[src/rtl/fetch_sequencer.sv]
// Fetch sequencer: drives the PC into instruction memory, queues fetched words in order and
// hands them to issue. Optional performance counters are enabled by defining FETCH_PERF_CNT_EN.
module fetch_sequencer #(
  parameter int          DEPTH    = 4,
  parameter logic [31:0] PC_RESET = 32'd0
) (
  input  logic        clk,
  input  logic        rst,
  output logic [31:0] pc_out,
  input  logic [31:0] instr_in,
  input  logic        isend_in,
  output logic        issue_valid,
  output logic [31:0] issue_instr,
  output logic [31:0] issue_pc,
  input  logic        issue_ready,
  input  logic        redirect_valid,
  input  logic [31:0] redirect_pc,
  output logic        halted
`ifdef FETCH_PERF_CNT_EN
  ,
  output logic [31:0] perf_fetched,
  output logic [31:0] perf_stall
`endif
);

  localparam int AW = $clog2(DEPTH);
  localparam int CW = AW + 1;

  typedef enum logic [1:0] {ST_RUN, ST_DRAIN, ST_HALTED} state_t;

  state_t          state_reg, state_next;
  logic [31:0]     pc_reg, pc_next;
  logic [AW-1:0]   head_reg, head_next;
  logic [AW-1:0]   tail_reg, tail_next;
  logic [CW-1:0]   count_reg, count_next;
  logic [31:0]     instr_mem [DEPTH];
  logic [31:0]     pc_mem [DEPTH];
  logic [DEPTH-1:0] wr_sel;

  logic flush, deq, deq_eff, full, enq;

  // A redirect outranks everything except the halted state, which only reset can leave.
  assign flush   = redirect_valid && (state_reg != ST_HALTED);
  assign deq     = issue_valid && issue_ready;
  assign deq_eff = deq && !flush;
  assign full    = (count_reg == CW'(DEPTH));
  assign enq     = (state_reg == ST_RUN) && !isend_in && !flush && (!full || deq);

  for (genvar gi = 0; gi < DEPTH; gi++) begin : g_wr_sel
    assign wr_sel[gi] = enq && (tail_reg == AW'(gi));
  end

  always_comb begin
    state_next = state_reg;
    pc_next    = pc_reg;
    head_next  = head_reg;
    tail_next  = tail_reg;
    count_next = count_reg;
    if (flush) begin
      head_next  = '0;
      tail_next  = '0;
      count_next = '0;
      pc_next    = redirect_pc;
      state_next = ST_RUN;
    end else begin
      if (enq) begin
        tail_next = tail_reg + 1'b1;
        pc_next   = pc_reg + 32'd1;
      end
      if (deq_eff) begin
        head_next = head_reg + 1'b1;
      end
      count_next = count_reg + CW'(enq) - CW'(deq_eff);
      case (state_reg)
        ST_RUN:    if (isend_in) state_next = ST_DRAIN;
        ST_DRAIN:  if (count_next == '0) state_next = ST_HALTED;
        ST_HALTED: state_next = ST_HALTED;
        default:   state_next = ST_RUN;
      endcase
    end
  end

  always_ff @(posedge clk) begin
    if (rst) begin
      state_reg <= ST_RUN;
      pc_reg    <= PC_RESET;
      head_reg  <= '0;
      tail_reg  <= '0;
      count_reg <= '0;
    end else begin
      state_reg <= state_next;
      pc_reg    <= pc_next;
      head_reg  <= head_next;
      tail_reg  <= tail_next;
      count_reg <= count_next;
    end
  end

  // Entries are cleared on reset so the head reads as zero before the first fetch.
  always_ff @(posedge clk) begin
    if (rst) begin
      for (int i = 0; i < DEPTH; i++) begin
        instr_mem[i] <= '0;
        pc_mem[i]    <= '0;
      end
    end else begin
      for (int i = 0; i < DEPTH; i++) begin
        if (wr_sel[i]) begin
          instr_mem[i] <= instr_in;
          pc_mem[i]    <= pc_reg;
        end
      end
    end
  end

  assign pc_out      = pc_reg;
  assign issue_valid = (count_reg != '0);
  assign issue_instr = instr_mem[head_reg];
  assign issue_pc    = pc_mem[head_reg];
  assign halted      = (state_reg == ST_HALTED);

`ifdef FETCH_PERF_CNT_EN
  logic [31:0] perf_fetched_reg, perf_stall_reg;
  logic        stall;

  assign stall = (state_reg == ST_RUN) && !isend_in && !redirect_valid && full && !deq;

  always_ff @(posedge clk) begin
    if (rst) begin
      perf_fetched_reg <= '0;
      perf_stall_reg   <= '0;
    end else begin
      if (enq)   perf_fetched_reg <= perf_fetched_reg + 32'd1;
      if (stall) perf_stall_reg   <= perf_stall_reg + 32'd1;
    end
  end

  assign perf_fetched = perf_fetched_reg;
  assign perf_stall   = perf_stall_reg;
`endif

endmodule

[config.mk]
export PLATFORM = sky130hd
export DESIGN_NAME = fetch_sequencer
export DESIGN_NICKNAME = d
export VERILOG_FILES = /design/src/rtl/fetch_sequencer.sv
export SDC_FILE = /design/constraint.sdc
export NUM_CORES = 1
export LEC_CHECK = 0
export CORE_UTILIZATION = 45
export DETAILED_ROUTE_END_ITERATION = 12
export DONT_BUFFER_PORTS = 1
export HOLD_SLACK_MARGIN = 0.03
export SLEW_MARGIN = 25
export SYNTH_ARGS = -nofsm -noshare
export SYNTH_HDL_FRONTEND = slang
export SYNTH_SLANG_ARGS = --single-unit
[constraint.sdc]
create_clock -name clk -period 2.9 [get_ports clk]
set_input_delay 0.435 -clock clk [delete_from_list [all_inputs] [get_ports clk]]
set_output_delay 0.435 -clock clk [all_outputs]
set_load 0.01 [all_outputs]
==> impl_metrics.csv <==
group,metric,value,unit
placement,place.gp.congestion,0.7813,
clock_tree,clk_path_buf_depth,3,
sta,hold_violations,0,
yosys,syn-num-nets,995,
worst_setup_path,critPathLaunch,"state_reg[0]",
worst_setup_path,crit_chain,"inv_2, ha_1, nand2b_2, and3_4, ha_1, inv_1, ha_1, fa_1, xor3_1, nand2_1, a21boi_2, mux2i_1, nor2_1",
clock_tree,cts_made_buffers,34,
yosys,synth.distinct_cells,44,
yosys,muxShareOfSynthArea,0.1082,
pwr,p_total,9.737,mW
worst_setup_path,slowest_delay,0.37,ns
pwr,p_int,7.567,mW
drt,wl_per_cell,23.08,um
yosys,synth_fa_ha_area_frac,0.01167,
grt,grt_pass1_wl,47240,um
pwr,ir_drop,425.2,uV
drt,drc,0,
sta,fin_ws,0.1627,ns
placement,hpwlAfterDp,18000,um
floorplan,ios,167,
drt,dr.pass1.iters,5,
yosys,synthCells,914,
sta,setup_tns,0,ns
worst_setup_path,startpoint_type,"flip-flop",
floorplan,start_util,0.4570,
layout,drive_gt1_frac,0.1845,
yosys,synth_top_family_by_area,"simple AND/OR/NAND/NOR gates",
drt,drtAntennaViolNets,0,
clock_tree,cts_setup_buffers,0,
layout,antenna_cells,0,
pwr,p_leak,5.364,nW
sta,relSlewSlack,0.3126,
sta,fmax,365.3,MHz
grt,grt_pass1_vias,7685,
grt,antenna_found_initial,0,
floorplan,die_w,175.3,um
yosys,post_synth_xor_area_fraction,0.02316,
yosys,ys_warn_count,0,
worst_setup_path,crit_top_cell,"ha_1",
sta,final-setup-viol-count,0,
sta,drv_slew,0,
worst_setup_path,crit_arrival,3.12,ns
sta,skew,0.01352,ns
yosys,yosys.area.top_type_share,0.5691,
min_path,worstHoldStart,"redirect_pc[25]",
yosys,ys_seq_area_frac,0.6328,
pwr,clkPwrFrac,0.428,
pwr,powerDensity,642.4,nW/um^2
sta,worst_pin_slew,1.031,ns
pwr,p_sw,2.169,mW
worst_setup_path,r2r_slack,0.16,ns
clock_tree,cts_tree,"done",
drt,drt-initial-drc-count,494,
yosys,post_synth.cell_area_avg,14.78,sq um
clock_tree,clk_latency,0.51,ns
sta,whs,0.06156,ns
worst_setup_path,critical-path-slowest-cell,"fa_1",
sta,period_needed,2.737,ns
clock_tree,ctsRootBufferMaster,"clkbuf_16",
grt,track_usage,0.2066,
yosys,synth_area_leaders,"edfxtp_1 57%, and2_1 12%, mux4_2 11%",
pwr,pwr-share-seq,0.515,
grt,grt_overflow,0,
flow_run,maxCapViolations,0,
layout,synthToLayoutAreaGrowth,12.21,%
drt,via_per_inst,5.433,
worst_setup_path,path_class,"reg2reg",
placement,placed_area,13990,sq um
clock_tree,clkSlewWorstSetupHoldPaths,0.06,ns
layout,design_area,15160,sq um
floorplan,die_h,175.3,um
grt,grt_max_degree,65,
worst_setup_path,end_kind,"flip-flop",
yosys,ys_ff_latch,299,
min_path,min_to,"pc_out[25]",
clock_tree,cts.sinks,299,
layout,n_fill_cell,2487,
layout,instances_no_fill,1333,
status,outcome,"complete, no violations",
layout,post-route-util,0.5128,
drt,vias,7242,
yosys,synth-simple-area-share,0.1729,
yosys,syn_area,13510,sq um
floorplan,num_rows,63,
placement,dp_slack,0.08336,ns
worst_setup_path,r2r-end,"state_reg[0]",
worst_setup_path,r2r_cells,13,
placement,port_buffers,0,
placement,dp_cells,1268,
worst_setup_path,reg2reg_from,"state_reg[0]",
clock_tree,cts.htree.levels,2,
min_path,holdPathStages,2,
sta,fin_crit_sh,0.9439,
worst_setup_path,cp.required,3.28,ns
drt,finalWirelength,30770,um
layout,fin_nets,998,
yosys,synth_top_area_cell,"edfxtp_1",
yosys,synth_compound_area_frac,0.02186,
floorplan,die-area,30710,sq um
min_path,hold_class,"in2reg",
pwr,p_sw_frac,0.2228,
pwr,comb_power_share,0.057,
worst_setup_path,crit_fanout,4,
floorplan,core_area,29560,sq um
## Yosys cell counts
master    number
nor4_4         2
nor4_2         2
nor3_1         6
o21ai_0        4
nor4_1         1
nand4_1       15
nor2b_1        1
mux2i_1        2
nand3_2        1
nor4b_4        1
clkbuf_1      37
a21o_1         4
nand2_1       18
clkbuf_2       2
or3_1          2
or4_1          1
nand4b_1       1
a311oi_1       2
fa_1           1
nor4b_1        1
edfxtp_1     256
a211oi_1      27
mux4_2        64
a211oi_2       1
buf_6         12
nand4_4        1
xnor2_1       11
nand2b_1       3
a21boi_1       1
or4b_1         1
and3_1        10
buf_2         12
nor3_2         1
xor2_1        22
nor2_1        48
buf_4          2
ha_1          11
a21oi_1        1
dfxtp_1       43
nand3_1       12
xor3_1         1
inv_1         10
and4b_1        1
and2_1       259
## critical path: cells and delay by family, from the launching register on
family / cells / cell delay (ns)
simple gates: 4 / 0.53
flops: 1 / 0.35
xor+xnor: 1 / 0.23
compound gates: 1 / 0.17
mux: 1 / 0.22
fa+ha+maj: 4 / 1.02
buf+inv: 2 / 0.09
## timing repair
item / in CTS / in global routing
hold endpoints to repair: 31 / 0
gates resized for setup: 0 / 7
endpoints found under the setup margin: 0 / 2
hold buffers: 2 / 0
## routing by layer
layer	share of wire	up-vias	track usage	wire (um)
met2	0.49	212	0.3452	15000
met3	0.078	36	0.06126	2385
met1	0.42	3641	0.2653	12950
met5	0	-	0	0
met4	0.014	0	0.04783	434
li1	-	3353	-	-
## power by group through the flow
stage                     clock network (mW)  logic [mW]  registers [mW]
after global routing                    4.43       0.601            5.04
after global placement                     0       0.542            5.10
after floorplan                            0       0.395            5.05
after detailed placement                   0       0.545            5.11
after CTS                               4.26       0.557            5.02
final                                   4.17       0.555            5.01
## cell usage in the layout, fill, tap and decap left out, types with 2 or more instances in the layout
cell type  instances
and2_1           258
edfxtp_1         256
mux4_2            64
nor2_1            47
dfxtp_1           40
clkbuf_16         37
a211oi_1          27
xor2_1            22
buf_4             22
nand2_1           18
nand4_1           15
nand3_1           12
xnor2_1           11
ha_1              10
inv_1              8
clkinv_2           8
buf_12             8
clkinv_1           7
nor3_1             6
and3_1             5
a21o_4             4
and3_2             4
o21ai_0            4
clkbuf_1           4
clkbuf_8           3
or3_1              2
nand2b_1           2
inv_2              2
a311oi_1           2
nor4_4             2
mux2i_1            2
nor4_2             2
dfxtp_4            2
## worst max path at each step
stage / to / cells past startpoint / slack (ns)
after floorplan: state_reg[0] / 16 / 0.02
after global placement: state_reg[1] / 13 / 0.15
after detailed placement: state_reg[0] / 13 / 0.08
after CTS: state_reg[0] / 13 / 0.07
after global routing: state_reg[0] / 15 / -0.01
final: state_reg[0] / 13 / 0.16
## layout make-up
cell class / instances / area (sq um) / share of cell area
clock buffers: 44 / 982.2 / 0.06480
clock inverters: 18 / 112.6 / 0.007429
inverters: 10 / 37.54 / 0.002476
multi-input cells: 540 / 4617 / 0.3046
flip-flops and latches: 299 / 8557 / 0.5646
well taps: 390 / 488.0 / 0.03219
repair buffers: 32 / 362.8 / 0.02394
## kinds of logic (layout without fill, tap and decap cells)
group | Yosys count | after routing
DFF | 299 | 299
and+or+nand+nor | 388 | 388
AOI/OAI and AO/OA | 40 | 40
buffers and inverters | 75 | 104
xor gates and xnor gates | 34 | 34
adders and majority gates | 12 | 12
muxes | 66 | 66
Note: power is estimated with default switching activity, not from simulation.
